==> src/rtl/trace_dump_ctrl_if.sv <==
// Bus bundle between the trace dump controller and its surroundings:
// command processor, capture engine, the three sample RAMs and the UART.
interface trace_dump_ctrl_if #(
  parameter int AW = 9
);
  logic          dump_req;
  logic [1:0]    dump_ch;
  logic          cap_done;
  logic [AW-1:0] trace_end;
  logic          cap_en;
  logic          cap_we;
  logic [AW-1:0] cap_addr;
  logic [7:0]    rdata_ch1;
  logic [7:0]    rdata_ch2;
  logic [7:0]    rdata_ch3;
  logic          tx_done;
  logic [2:0]    ram_en;
  logic          ram_we;
  logic [AW-1:0] ram_addr;
  logic [7:0]    tx_data;
  logic          trmt;
  logic          dump_busy;
  logic          dump_done;
  logic          dump_nak;
  logic          clr_cap_done;

  // Controller side
  modport slave (
    input  dump_req, dump_ch, cap_done, trace_end,
    input  cap_en, cap_we, cap_addr,
    input  rdata_ch1, rdata_ch2, rdata_ch3, tx_done,
    output ram_en, ram_we, ram_addr, tx_data, trmt,
    output dump_busy, dump_done, dump_nak, clr_cap_done
  );

  // Environment side
  modport master (
    output dump_req, dump_ch, cap_done, trace_end,
    output cap_en, cap_we, cap_addr,
    output rdata_ch1, rdata_ch2, rdata_ch3, tx_done,
    input  ram_en, ram_we, ram_addr, tx_data, trmt,
    input  dump_busy, dump_done, dump_nak, clr_cap_done
  );
endinterface

==> src/rtl/trace_dump_ctrl.sv <==
// Trace dump controller: arbitrates the sample RAMs between the capture
// engine and the dump path, and streams one channel of a captured trace,
// oldest sample first, to the UART transmitter.
//
//   state     | meaning
//   ----------+--------------------------------------------------------
//   S_IDLE    | capture engine owns the RAMs (combinational passthrough)
//   S_READ    | enable selected channel RAM at rd_ptr
//   S_WAIT    | RAM data returns; latch it into tx_data
//   S_SEND    | one-cycle transmit strobe
//   S_WAIT_TX | wait for UART byte complete, advance or finish
//
// Dropping cap_done in any busy state aborts straight back to S_IDLE
// without a done pulse; pointers are left stale and tx_data is held.
module trace_dump_ctrl #(
  parameter int DEPTH = 512
) (
  input logic               clk,
  input logic               rst_n,
  trace_dump_ctrl_if.slave  bus
);

  localparam int AW    = $clog2(DEPTH);
  localparam int CNT_W = AW + 1;

  typedef enum logic [2:0] {
    S_IDLE    = 3'd0,
    S_READ    = 3'd1,
    S_WAIT    = 3'd2,
    S_SEND    = 3'd3,
    S_WAIT_TX = 3'd4
  } state_t;

  state_t             r_state;
  state_t             w_next;
  logic [1:0]         r_ch_sel;
  logic [AW-1:0]      r_rd_ptr;
  logic [CNT_W-1:0]   r_cnt;
  logic [7:0]         r_tx_data;
  logic               r_dump_busy;

  logic               w_load;
  logic               w_capture;
  logic               w_advance;
  logic               w_nak;
  logic               w_done;
  logic               w_trmt;
  logic               w_last;
  logic [2:0]         w_ram_en;
  logic               w_ram_we;
  logic [AW-1:0]      w_ram_addr;
  logic [2:0]         w_onehot;
  logic [7:0]         w_rdata;

  // Decode the latched channel into a RAM enable and a read-data select
  always_comb begin
    w_onehot = 3'b000;
    w_rdata  = bus.rdata_ch1;
    case (r_ch_sel)
      2'b00: begin
        w_onehot = 3'b001;
        w_rdata  = bus.rdata_ch1;
      end
      2'b01: begin
        w_onehot = 3'b010;
        w_rdata  = bus.rdata_ch2;
      end
      2'b10: begin
        w_onehot = 3'b100;
        w_rdata  = bus.rdata_ch3;
      end
      default: begin
        w_onehot = 3'b000;
        w_rdata  = bus.rdata_ch1;
      end
    endcase
  end

  assign w_last = (r_cnt == CNT_W'(DEPTH - 1));

  // State register
  always_ff @(posedge clk or negedge rst_n) begin
    if (!rst_n) begin
      r_state <= S_IDLE;
    end else begin
      r_state <= w_next;
    end
  end

  // Next-state decode, RAM port mux and strobes
  always_comb begin
    w_next     = r_state;
    w_load     = 1'b0;
    w_capture  = 1'b0;
    w_advance  = 1'b0;
    w_nak      = 1'b0;
    w_done     = 1'b0;
    w_trmt     = 1'b0;
    w_ram_en   = 3'b000;
    w_ram_we   = 1'b0;
    w_ram_addr = r_rd_ptr;
    case (r_state)
      S_IDLE: begin
        w_ram_en   = {3{bus.cap_en}};
        w_ram_we   = bus.cap_we;
        w_ram_addr = bus.cap_addr;
        if (bus.dump_req) begin
          if (bus.cap_done && (bus.dump_ch != 2'b11)) begin
            w_load = 1'b1;
            w_next = S_READ;
          end else begin
            w_nak = 1'b1;
          end
        end
      end
      S_READ: begin
        w_ram_en = w_onehot;
        w_next   = bus.cap_done ? S_WAIT : S_IDLE;
      end
      S_WAIT: begin
        if (bus.cap_done) begin
          w_capture = 1'b1;
          w_next    = S_SEND;
        end else begin
          w_next = S_IDLE;
        end
      end
      S_SEND: begin
        w_trmt = 1'b1;
        w_next = bus.cap_done ? S_WAIT_TX : S_IDLE;
      end
      S_WAIT_TX: begin
        if (!bus.cap_done) begin
          w_next = S_IDLE;
        end else if (bus.tx_done) begin
          w_advance = 1'b1;
          if (w_last) begin
            w_done = 1'b1;
            w_next = S_IDLE;
          end else begin
            w_next = S_READ;
          end
        end
      end
      default: begin
        w_next = S_IDLE;
      end
    endcase
  end

  // Dump datapath: channel latch, read pointer, byte count, tx byte, busy
  always_ff @(posedge clk or negedge rst_n) begin
    if (!rst_n) begin
      r_ch_sel    <= 2'b00;
      r_rd_ptr    <= '0;
      r_cnt       <= '0;
      r_tx_data   <= 8'h00;
      r_dump_busy <= 1'b0;
    end else begin
      if (w_load) begin
        r_ch_sel <= bus.dump_ch;
        r_rd_ptr <= bus.trace_end + AW'(1);
        r_cnt    <= '0;
      end else if (w_advance) begin
        r_rd_ptr <= r_rd_ptr + AW'(1);
        r_cnt    <= r_cnt + CNT_W'(1);
      end
      if (w_capture) begin
        r_tx_data <= w_rdata;
      end
      r_dump_busy <= (w_next != S_IDLE);
    end
  end

  assign bus.ram_en       = w_ram_en;
  assign bus.ram_we       = w_ram_we;
  assign bus.ram_addr     = w_ram_addr;
  assign bus.tx_data      = r_tx_data;
  assign bus.trmt         = w_trmt;
  assign bus.dump_busy    = r_dump_busy;
  assign bus.dump_done    = w_done;
  assign bus.clr_cap_done = w_done;
  assign bus.dump_nak     = w_nak;

endmodule
==> src/flat_wrapper.sv <==
// flat-port wrapper written by rule: the top's interface ports become plain ports
module trace_dump_ctrl_flat 
#(
  parameter int DEPTH = 512
)
  (clk, rst_n, bus_dump_req, bus_dump_ch, bus_cap_done, bus_trace_end, bus_cap_en, bus_cap_we, bus_cap_addr, bus_rdata_ch1, bus_rdata_ch2, bus_rdata_ch3, bus_tx_done, bus_ram_en, bus_ram_we, bus_ram_addr, bus_tx_data, bus_trmt, bus_dump_busy, bus_dump_done, bus_dump_nak, bus_clr_cap_done);
  trace_dump_ctrl_if bus_i ();
  input logic clk;
  input logic rst_n;
  input wire logic [$bits(bus_i.dump_req)-1:0] bus_dump_req;
  input wire logic [$bits(bus_i.dump_ch)-1:0] bus_dump_ch;
  input wire logic [$bits(bus_i.cap_done)-1:0] bus_cap_done;
  input wire logic [$bits(bus_i.trace_end)-1:0] bus_trace_end;
  input wire logic [$bits(bus_i.cap_en)-1:0] bus_cap_en;
  input wire logic [$bits(bus_i.cap_we)-1:0] bus_cap_we;
  input wire logic [$bits(bus_i.cap_addr)-1:0] bus_cap_addr;
  input wire logic [$bits(bus_i.rdata_ch1)-1:0] bus_rdata_ch1;
  input wire logic [$bits(bus_i.rdata_ch2)-1:0] bus_rdata_ch2;
  input wire logic [$bits(bus_i.rdata_ch3)-1:0] bus_rdata_ch3;
  input wire logic [$bits(bus_i.tx_done)-1:0] bus_tx_done;
  output wire logic [$bits(bus_i.ram_en)-1:0] bus_ram_en;
  output wire logic [$bits(bus_i.ram_we)-1:0] bus_ram_we;
  output wire logic [$bits(bus_i.ram_addr)-1:0] bus_ram_addr;
  output wire logic [$bits(bus_i.tx_data)-1:0] bus_tx_data;
  output wire logic [$bits(bus_i.trmt)-1:0] bus_trmt;
  output wire logic [$bits(bus_i.dump_busy)-1:0] bus_dump_busy;
  output wire logic [$bits(bus_i.dump_done)-1:0] bus_dump_done;
  output wire logic [$bits(bus_i.dump_nak)-1:0] bus_dump_nak;
  output wire logic [$bits(bus_i.clr_cap_done)-1:0] bus_clr_cap_done;
  assign bus_i.dump_req = bus_dump_req;
  assign bus_i.dump_ch = bus_dump_ch;
  assign bus_i.cap_done = bus_cap_done;
  assign bus_i.trace_end = bus_trace_end;
  assign bus_i.cap_en = bus_cap_en;
  assign bus_i.cap_we = bus_cap_we;
  assign bus_i.cap_addr = bus_cap_addr;
  assign bus_i.rdata_ch1 = bus_rdata_ch1;
  assign bus_i.rdata_ch2 = bus_rdata_ch2;
  assign bus_i.rdata_ch3 = bus_rdata_ch3;
  assign bus_i.tx_done = bus_tx_done;
  assign bus_ram_en = bus_i.ram_en;
  assign bus_ram_we = bus_i.ram_we;
  assign bus_ram_addr = bus_i.ram_addr;
  assign bus_tx_data = bus_i.tx_data;
  assign bus_trmt = bus_i.trmt;
  assign bus_dump_busy = bus_i.dump_busy;
  assign bus_dump_done = bus_i.dump_done;
  assign bus_dump_nak = bus_i.dump_nak;
  assign bus_clr_cap_done = bus_i.clr_cap_done;
  trace_dump_ctrl #(.DEPTH(DEPTH)) u_core (.clk(clk), .rst_n(rst_n), .bus(bus_i));
endmodule
==> config.mk <==
export PLATFORM = sky130hd
export DESIGN_NAME = trace_dump_ctrl_flat
export DESIGN_NICKNAME = d
export VERILOG_FILES = /design/src/rtl/trace_dump_ctrl_if.sv /design/src/rtl/trace_dump_ctrl.sv /design/src/flat_wrapper.sv
export SDC_FILE = /design/constraint.sdc
export NUM_CORES = 1
export LEC_CHECK = 0
export BUFFER_PORTS_ARGS = -buffer_cell sky130_fd_sc_hd__buf_2
export CORE_UTILIZATION = 50
export DETAILED_ROUTE_END_ITERATION = 6
export PLACE_DENSITY = 0.86
export SLEW_MARGIN = 5
export SYNTH_ARGS = -nofsm -noshare
export SYNTH_HDL_FRONTEND = slang
export SYNTH_SLANG_ARGS = --single-unit
==> constraint.sdc <==
create_clock -name clk -period 2.8 [get_ports clk]
set_input_delay 0.14 -clock clk [delete_from_list [all_inputs] [get_ports clk]]
set_output_delay 0.14 -clock clk [all_outputs]
set_load 0.005 [all_outputs]
==> impl_metrics.csv, run 1 <==
group,metric,value,unit
timing,fin_worst_skew,5.413,ps
critical_path,reg2reg_from,"u_core.r_state[0]",
floorplanning,die_area,4535,um^2
pwr,p_int,1181,uW
cts,cts_resized,0,
placement,pre_cts_slack,548.8,ps
yosys,synth_seq_area_share,38.69,%
routing,ant_nets,0,
timing,worstMarginPinSlew,728.6,ps
routing,routedWlPerCell,13.33,um
pwr,p_comb_share,42.8,%
finish,nNetsFinal,371,
timing,max_slew_margin,51.43,%
pwr,p_seq_share,39.1,%
outcome,status,"complete, no violations",
placement,gp_congestion,0.8235,
routing,dr_total_vias,1986,
critical_path,worstSetupPathType,"reg -> reg",
routing,wirelength,4864,um
grt,antenna_found_initial,0,
yosys,netlist_area,2135,um^2
floorplanning,initial_core_util,52.61,%
finish,finalNonFillerCells,365,
run,drv_cap,0,
placement,placedCellCount,356,
placement,place_hpwl,3758,um
placement,portBuffers,76,
routing,firstDrtPassIters,4,
pwr,clkPwrFrac,18.1,%
timing,finalCriticalPeriod,2298,ps
routing,wl_met1,2152,um
routing,drtIter0Drc,65,
critical_path,path_cells,"nor3_1 > buf_4 > nand3_1 > buf_4 > nand2_1 > nand2_1 > ha_1 > nand3_1 > nor3_1 > xnor2_1 > mux2i_1",
routing,dr_wl_met2,2363,um
pwr,switchingPower,742.2,uW
finish,fillers,342,
routing,drc_errors,0,
floorplanning,die_height,67.34,um
timing,rsz0062_at_grt,"no",
timing,finalHoldViolations,0,
yosys,synth_cell_type_count,40,
yosys,syn-num-nets,295,
hold_path,holdCritPathClass,"in -> reg",
pwr,p_leak,0.001249,uW
yosys,ys_ff_latch,33,
cts,clock_latency,290,ps
routing,wl_met3,276,um
timing,setup_tns,0,ps
cts,cts_buffer_depth,2,
cts,cts_sinks,33,
floorplanning,core_area,4058,um^2
floorplanning,die-width,67.34,um
grt,grtUsageTotal,22.09,%
finish,area_growth,23.62,%
pwr,vdd_drop_max,0.3411,mV
grt,grt_overflow_total,0,
yosys,synth_cells,238,
critical_path,cp_slowest_stage_delay,480,ps
critical_path,critPathRequiredTime,2970,ps
cts,clkSlewWorstSetupHoldPaths,70,ps
critical_path,startpoint,"u_core.r_state[0]",
timing,fin_crit_sh,82.06,%
timing,fin_ws,502.2,ps
finish,antenna_cells,0,
critical_path,worstPathArrival,2460,ps
critical_path,worst-path-max-fanout,13,
grt,grt_pass1_vias,1658,
floorplanning,io_pins,77,
floorplanning,rows,23,
timing,setup_viol,0,
grt,grt_max_degree,34,
pwr,switching_share,38.60,%
cts,cts-buffers-inserted,5,
critical_path,start_kind,"flip-flop",
timing,drv_slew,0,
cts,cts_setup_buffers,0,
critical_path,worst_path_max_delay_cell,"dfrtp_1",
critical_path,endpoint,"u_core.r_rd_ptr[8]",
pwr,p_per_area,728.7,nW/um^2
routing,maxUsedRoutingLayer,"met4",
critical_path,reg2reg_setup_slack,500,ps
routing,viasPerCell,5.441,
critical_path,end_kind,"flip-flop",
cts,htreeDepth,2,
critical_path,r2r_cells,11,
yosys,syn_area_per_cell,8.969,um^2
cts,cts_tree,"yes",
cts,cts-root-buf,"clkbuf_8",
grt,grt_pass1_wl,7362,um
critical_path,worstReg2RegEnd,"u_core.r_rd_ptr[8]",
timing,fmax,435.2,MHz
yosys,ys_warn_count,0,
finish,drive_above_1_share,34.60,%
[registers in the layout (all words and copies together) (netlist names)]
register / flops
u_core.bus.dump_busy: 1
u_core.bus.tx_data: 8
u_core.r_ch_sel: 2
u_core.r_cnt: 10
u_core.r_rd_ptr: 9
u_core.r_state: 3
[placed cells by master (no fill, tap or decap), types with 8 or more instances in the layout]
master / n
a22oi_1: 8
buf_2: 76
dfrtp_1: 33
mux2_2: 8
nand2_1: 41
nand3_1: 10
nor2_1: 13
nor3_1: 8
o21ai_0: 23
xnor2_1: 21
[worst max-delay path: cells and delay by family, from the launching register on]
family / cells / cell delay [ps]
mux: 1 / 90
xor+xnor: 1 / 160
fa+ha+maj: 1 / 240
flops: 1 / 480
simple gates: 6 / 770
buf+inv: 2 / 460
[power by group through the flow]
stage          Clock [uW]  Combinational [uW]  Sequential (uW)
6_report              347                 824              752
3_5_place_dp            0                 825              759
5_1_grt               378                 931              769
3_3_place_gp            0                 805              745
4_1_cts               355                 831              750
2_1_floorplan           0                 548              726
[cells in the mapped netlist]
master | number | area share, %
ha_1 | 6 | 3.5
clkbuf_1 | 7 | 1.2
xnor2_1 | 21 | 8.6
or3_1 | 1 | 0.29
nor3_4 | 1 | 0.76
buf_1 | 1 | 0.18
o21ai_0 | 23 | 5.4
or2_1 | 1 | 0.29
o21a_1 | 1 | 0.35
nor4_1 | 2 | 0.59
nand2b_1 | 2 | 0.59
a21oi_1 | 5 | 1.2
or3b_4 | 1 | 0.53
and3b_2 | 1 | 0.47
nor2b_1 | 1 | 0.29
nor4_2 | 6 | 3.5
a22oi_1 | 8 | 2.8
xor2_1 | 2 | 0.82
and3_1 | 2 | 0.59
nand4b_1 | 1 | 0.41
buf_2 | 1 | 0.23
and4b_2 | 1 | 0.53
a21boi_0 | 1 | 0.35
nor2_1 | 13 | 2.3
and2_1 | 1 | 0.29
nand4_1 | 6 | 1.8
nor3_1 | 8 | 1.9
buf_4 | 2 | 0.70
mux2_2 | 8 | 4.2
nand3_1 | 10 | 2.3
mux2i_1 | 6 | 2.8
o41ai_1 | 1 | 0.41
nand2_1 | 41 | 7.2
or4b_1 | 1 | 0.47
inv_1 | 6 | 1.1
buf_6 | 2 | 1.1
or2_2 | 2 | 0.59
nand3b_1 | 1 | 0.35
nor3b_1 | 1 | 0.35
dfrtp_1 | 33 | 39
[routing by layer]
metal	global-route usage [%]	up-vias
met1	26.42	918
met4	9.574	0
li1	-	985
met5	0	-
met2	38.50	76
met3	4.054	7
[layout make-up]
cell class | instances | area (um^2) | area share [%]
tap | 50 | 62.56 | 2.371
inverter | 6 | 22.52 | 0.8535
clock inverter | 3 | 17.52 | 0.6638
timing repair buffer | 82 | 427.9 | 16.22
sequential | 33 | 825.8 | 31.29
multi-input combinational | 186 | 1214 | 45.99
clock buffer | 5 | 68.82 | 2.608
[per-stage QoR]
stage	area (um^2)	utilization, %	hold slack, ps	total power (uW)
floorplan	2135	-	-155.6	1274
global placement	2542	62.66	238.5	1550
detailed placement	2542	62.66	240.4	1584
CTS	2639	65.03	69.05	1936
global route	2639	65.03	79.68	2077
finish	2639	65.03	70.69	1923
[cells by family (layout without fill, tap and decap cells)]
logic type      Yosys count  after routing  synth area share (%)
compound gates           39             39                 10.49
xor+xnor                 23             23                 9.438
fa+ha+maj                 6              6                 3.517
buf+inv                  19             96                 4.454
flops                    33             33                 38.69
mux                      14             14                 7.034
simple gates            104            104                 26.38
[worst min-delay path by stage]
stage	startpoint	end	slack (ps)	cells after the start
6_report	bus_dump_ch[0]	u_core.r_ch_sel[0]	70	3
3_5_place_dp	rst_n	u_core.bus.tx_data[4]	240	1
5_1_grt	bus_dump_ch[0]	u_core.r_ch_sel[0]	80	3
4_1_cts	bus_dump_ch[0]	u_core.r_ch_sel[0]	70	3
3_3_place_gp	rst_n	u_core.r_cnt[7]	240	1
2_1_floorplan	rst_n	u_core.bus.dump_busy	-160	0
[timing repair]
item / CTS / global route
hold buffers: 1 / 0
endpoints found under the hold margin: 33 / 0
setup endpoints to repair: 0 / 0
No activity file was read; power rests on OpenSTA's default activity.
==> run 2: changes to the inputs <==
- ABC_AREA: not set -> 1
- CORE_UTILIZATION: 50 -> 45
- PLACE_DENSITY: 0.86 -> 0.82
- clock period: 2.8 -> 2.1 ns (I/O delays scaled with it)
==> run 2 against run 1 <==
Compared with the run above: the run now ends with design-rule violations left; final area up 1.6%; sequential cell count stayed put; combinational power grew 36%; critical path depth fell by 5; hold slack worse by 27 ps; setup slack got worse by 340 ps; clock power increased by 37%; largest power group unchanged.
==> impl_metrics.csv, run 2 <==
group,metric,value,unit
yosys,synth_top_family_by_area,"simple AND/OR/NAND/NOR gates",
yosys,synth_most_common_cell,"nand2_1",
routing,routedWlPerCell,12.42,um
yosys,synth-main-ff-cell,"dfrtp_1",
timing,fin_worst_skew,11.06,ps
yosys,syn-num-nets,364,
cts,cts_buffer_depth,2,
critical_path,end_kind,"primary output",
grt,grt_pass1_wl,9073,um
yosys,ys_warn_count,0,
timing,fin_ws,166.1,ps
timing,finalHoldViolations,0,
placement,placedCellCount,427,
timing,max_slew_margin,49.59,%
critical_path,start_kind,"flip-flop",
outcome,status,"complete, but fails checks",
grt,antenna_found_initial,0,
routing,drc_errors,6,
placement,pre_cts_slack,134.7,ps
floorplanning,die_area,5094,um^2
yosys,synth_cell_type_count,33,
floorplanning,die-width,71.38,um
routing,dr_total_vias,2234,
pwr,p_per_area,935.9,nW/um^2
timing,setup_tns,0,ps
finish,largest_register_ffs,10,
yosys,netlist_area,2166,um^2
critical_path,worst-path-max-fanout,15,
routing,drtIter0Drc,182,
cts,cts-root-buf,"clkbuf_8",
critical_path,r2r_cells,13,
finish,largest_register,"u_core.r_cnt",
yosys,yosysTopAreaCell,"dfrtp_1",
cts,cts_tree,"yes",
yosys,synth_edf_count,0,
floorplanning,die_height,71.38,um
finish,area_growth,23.80,%
critical_path,endpoint,"bus_ram_en[2]",
yosys,synth_common_cells,"nand2_1 (99), o21ai_0 (35), dfrtp_1 (33), inv_1 (31), a21oi_1 (23)",
cts,cts-buffers-inserted,5,
critical_path,reg2reg_setup_slack,190,ps
yosys,synth_fa_ha_area_share,3.466,%
cts,cts_resized,0,
yosys,synthXorXnorAreaFrac,0,%
placement,portBuffers,76,
yosys,synthSimpleGateAreaFrac,32.99,%
critical_path,worstReg2RegEnd,"u_core.r_rd_ptr[8]",
yosys,synth_top_cell_area_share,38.13,%
cts,clkSlewWorstSetupHoldPaths,70,ps
yosys,synth.area.mux_share,0,%
critical_path,reg2reg_from,"u_core.r_state[1]",
critical_path,worstPathArrival,1830,ps
timing,drv_slew,0,
timing,fin_crit_sh,92.09,%
floorplanning,initial_core_util,48.41,%
yosys,ys_ff_latch,33,
finish,antenna_cells,0,
yosys,synth_cells,307,
yosys,ys_top_cells_by_area,"dfrtp_1 (38%), nand2_1 (17%), o21ai_0 (8.1%)",
placement,place_hpwl,3987,um
routing,ant_nets,0,
floorplanning,io_pins,77,
placement,gp_congestion,0.8869,
critical_path,critPathRequiredTime,2000,ps
routing,firstDrtPassIters,7,
run,drv_cap,0,
finish,layout_common_cells,"nand2_1 (99), buf_2 (76), o21ai_0 (35)",
yosys,synth_compound_gate_area_share,15.71,%
floorplanning,core_area,4474,um^2
critical_path,startpoint,"u_core.r_state[1]",
cts,htreeDepth,2,
floorplanning,rows,24,
timing,finalCriticalPeriod,1934,ps
timing,fmax,517.1,MHz
routing,wirelength,5466,um
cts,clock_latency,300,ps
pwr,p_leak,0.001440,uW
finish,nNetsFinal,444,
hold_path,holdCritPathClass,"in -> reg",
outcome,violations,"design-rule violations",
grt,grt_pass1_vias,2154,
cts,cts_sinks,33,
routing,viasPerCell,5.077,
yosys,syn_area_per_cell,7.055,um^2
finish,final_common_cell,"nand2_1",
finish,fin_util,59.93,%
yosys,async_reset_ff_share,100.0,%
finish,finalNonFillerCells,440,
timing,setup_viol,0,
timing,worstMarginPinSlew,756.1,ps
pwr,vdd_drop_max,0.4981,mV
yosys,synth_seq_area_share,38.13,%
grt,grt_overflow_total,0,
finish,drive_above_1_share,30.67,%
grt,grtUsageTotal,22.63,%
critical_path,worstSetupPathType,"reg -> out",
grt,grt_max_degree,34,
==> run 2: changes by cell type after synthesis, moves of 7 or more <==
cell     before  now
nand2_1      41   99
inv_1         6   31
xnor2_1      21    0
a21oi_1       5   23
o21ai_0      23   35
nand2_2       0    9
a22oi_1       8    0
mux2_2        8    0
nor3_1        8    1
==> run 2: worst min-delay path by stage <==
| stage | cells after the start | endpoint | startpoint |
|---|---|---|---|
| after floorplan | 0 | u_core.bus.dump_busy | rst_n |
| after global placement | 1 | u_core.bus.tx_data[4] | rst_n |
| after detailed placement | 1 | u_core.bus.tx_data[3] | rst_n |
| after CTS | 3 | u_core.r_ch_sel[1] | bus_dump_ch[1] |
| after global routing | 3 | u_core.r_ch_sel[0] | bus_dump_ch[0] |
| final | 3 | u_core.r_ch_sel[1] | bus_dump_ch[1] |
==> run 2: logic make-up after synthesis <==
family	Yosys count
AO/OA/AOI/OAI	65
flip-flops	33
buffers and inverters	48
adder cells (fa/ha/maj)	6
AND/OR/NAND/NOR	155
==> run 2: what timing repair did <==
item / CTS / global route
hold buffers: 1 / 0
hold endpoints to repair: 33 / 0
buffers inserted: 0 / 4
endpoints found under the setup margin: 0 / 2
==> run 2: report_power, final <==
part / leakage [uW] / switching, uW / internal, uW
Combinational: 0.000961 / 694 / 428
Clock: 0.0000450 / 245 / 230
Sequential: 0.000434 / 107 / 807
==> run 2: area by class of cell <==
class	instances	area (um^2)
Clock buffer	6	72.57
Sequential cell	33	825.8
Fill cell	429	1793
Timing Repair Buffer	83	435.4
Inverter	38	142.6
Clock inverter	2	10.01
Multi-Input combinational cell	226	1130
Tap cell	52	65.06
==> run 2: critical path, stage by stage (launching register included) <==
cell and delay, ps:
dfrtp_1 420, nor2_4 170, nand2_4 140, inv_1 370
nand2_1 150, o21ai_0 130, buf_2 150
==> run 2: through the flow <==
step | hold WS [ps] | power, uW | cell area (um^2)
after floorplan | -190.6 | 1667 | 2166
after global placement | 202.7 | 1980 | 2559
after detailed placement | 210.8 | 2015 | 2559
after CTS | 37.41 | 2502 | 2651
after global routing | 49.79 | 2736 | 2681
final | 43.33 | 2509 | 2681
==> run 2: routing by layer <==
metal  vias to the layer above  routed length, um  track usage (%)
li1                       1139                  -                -
met1                      1016               2404            26.69
met2                        67               2648            39.26
met3                        12                322            6.188
met4                         0                 91            8.667
met5                         -                  0                0
==> run 3: changes to the inputs <==
- MAX_ROUTING_LAYER: not set -> met4
==> run 3 against run 2 <==
Compared with the run above: the run still ends with design-rule violations left; critical path depth unchanged; combinational power hardly changed; sequential share of layout area stayed put; first-iteration DRC count rose by 15%; via count about the same; clock skew stayed put; largest cell class unchanged; setup slack is essentially flat; global-route usage up 0.70 points; clock power about the same; sequential power hardly changed; total power about the same; count of clock-buffer cells in the layout is the same.
==> impl_metrics.csv, run 3 (same netlist as run 2, synthesis figures left out) <==
group,metric,value,unit
critical_path,crit_family,"buffers and inverters",
cts,htreeDepth,2,
timing,fmax,517.2,MHz
timing,max_slew_margin,49.54,%
cts,cts-buffers-inserted,5,
hold_path,worst_hold_path.num_cells,3,
routing,routedWlPerCell,12.43,um
routing,wirelength,5470,um
finish,fin_util,59.93,%
critical_path,end_kind,"primary output",
grt,met3_usage,5.907,%
critical_path,reg2reg_setup_slack,180,ps
critical_path,worst-path-max-fanout,15,
floorplanning,die-width,71.38,um
hold_path,holdCritPathClass,"in -> reg",
finish,fillers,429,
critical_path,crit_buf_inv,2,
routing,drc_errors,6,
timing,finalCriticalPeriod,1934,ps
finish,largest_register_ffs,10,
floorplanning,die_height,71.38,um
critical_path,path_cells,"nor2_4 > nand2_4 > inv_1 > nand2_1 > o21ai_0 > buf_2",
cts,cts-root-buf,"clkbuf_8",
floorplanning,io_pins,77,
timing,fin_ws,166.4,ps
finish,final_common_cell,"nand2_1",
timing,drv_slew,0,
run,drv_cap,0,
finish,antenna_cells,0,
cts,cts_tree,"yes",
placement,place_hpwl,3987,um
critical_path,worstPathArrival,1830,ps
outcome,violations,"design-rule violations",
routing,viasPerCell,5.075,
finish,layout_common_cells,"nand2_1 (99), buf_2 (76), o21ai_0 (35)",
routing,drtIter0Drc,210,
placement,gp_congestion,0.9018,
timing,worstMarginPinSlew,757.0,ps
routing,dr_total_vias,2233,
cts,clock_latency,300,ps
timing,setup_viol,0,
critical_path,start_kind,"flip-flop",
grt,grt_max_degree,34,
critical_path,worst_path_max_delay_cell,"dfrtp_1",
floorplanning,core_area,4474,um^2
routing,firstDrtPassIters,7,
grt,antenna_found_initial,0,
cts,cts_sinks,33,
finish,area_growth,23.80,%
grt,grtUsageTotal,23.33,%
grt,grt_overflow_total,0,
grt,grt_util_met1,26.87,%
routing,ant_nets,0,
critical_path,cp_slowest_stage_delay,420,ps
floorplanning,die_area,5094,um^2
grt,grt_pass1_vias,2156,
timing,finalHoldViolations,0,
critical_path,worstSetupPathType,"reg -> out",
critical_path,r2r_cells,13,
finish,drive_above_1_share,30.67,%
floorplanning,initial_core_util,48.41,%
timing,fin_crit_sh,92.08,%
cts,cts_buffer_depth,2,
pwr,p_leak,0.001440,uW
timing,fin_worst_skew,11.06,ps
pwr,p_per_area,935.7,nW/um^2
critical_path,cp.depth,6,
placement,pre_cts_slack,134.7,ps
finish,nNetsFinal,444,
critical_path,critPathRequiredTime,2000,ps
floorplanning,rows,24,
grt,grt_pass1_wl,9066,um
outcome,status,"complete, but fails checks",
finish,largest_register,"u_core.r_cnt",
cts,cts_resized,0,
cts,clkSlewWorstSetupHoldPaths,70,ps
pwr,vdd_drop_max,0.4979,mV
placement,portBuffers,76,
grt,met2_usage,39.15,%
grt,grt-busiest-layer,"met2",
==> run 3: cell counts in the layout (fill, tap and decap cells not counted) <==
Identical to the previous run, type by type.
==> run 3: worst register-to-register path: stages, from the launching register on <==
cell and delay, ps:
dfrtp_1 420, nor2_4 170, nand2_4 140, nor2_8 170
nand2_2 70, o21ai_2 80, ha_1 180, nand2_1 90
nor2_2 190, nand2_1 90, nand2_1 70, nand2_1 50
nand2_1 50, nand2_1 40
==> run 3: worst paths after layout <==
| kind | startpoint | end |
|---|---|---|
| worst max-delay path | u_core.r_state[1] | bus_ram_en[2] |
| worst min-delay path | bus_dump_ch[1] | u_core.r_ch_sel[1] |
| worst max register to register | u_core.r_state[1] | u_core.r_rd_ptr[8] |
| worst min register to register | u_core.r_rd_ptr[8] | u_core.r_rd_ptr[8] |
| max in group asynchronous | rst_n | u_core.r_cnt[4] |
| min in group asynchronous | rst_n | u_core.bus.tx_data[3] |
==> run 3: cell type report <==
cell class	count	area (um^2)	share of cell area, %
flip-flops and latches	33	825.8	30.80
clock inverters	2	10.01	0.3733
well taps	52	65.06	2.427
multi-input cells	226	1130	42.14
repair buffers	83	435.4	16.24
clock buffers	6	72.57	2.706
inverters	38	142.6	5.320
==> run 3: per-stage QoR <==
| stage | power (uW) | std cells | instance area, um^2 | setup TNS (ps) | hold slack (ps) |
|---|---|---|---|---|---|
| after CTS | 2502 | 436 | 2651 | 0 | 37.41 |
| after detailed placement | 2015 | 427 | 2559 | 0 | 210.8 |
| after global placement | 1980 | 427 | 2559 | 0 | 202.7 |
| after global routing | 2736 | 440 | 2681 | -22.53 | 49.79 |
| final | 2509 | 440 | 2681 | 0 | 43.66 |
| after floorplan | 1667 | 307 | 2166 | 0 | -190.6 |
==> run 3: routing by layer <==
layer | part of all wire (%) | up-vias
met5 | 0 | -
met2 | 49 | 65
met4 | 1.6 | 0
li1 | - | 1139
met3 | 5.7 | 12
met1 | 44 | 1017
==> run 3: power breakdown <==
| part | switching [uW] | internal, uW | total [uW] |
|---|---|---|---|
| logic | 694 | 428 | 1120 |
| clock network | 244 | 230 | 474 |
| registers | 107 | 807 | 914 |
| total | 1050 | 1460 | 2510 |
==> run 3: what timing repair did <==
item | 4_1_cts | 5_1_grt
endpoints found under the hold margin | 33 | 0
buffers inserted | 0 | 4
setup endpoints to repair | 0 | 2
hold buffers | 1 | 0
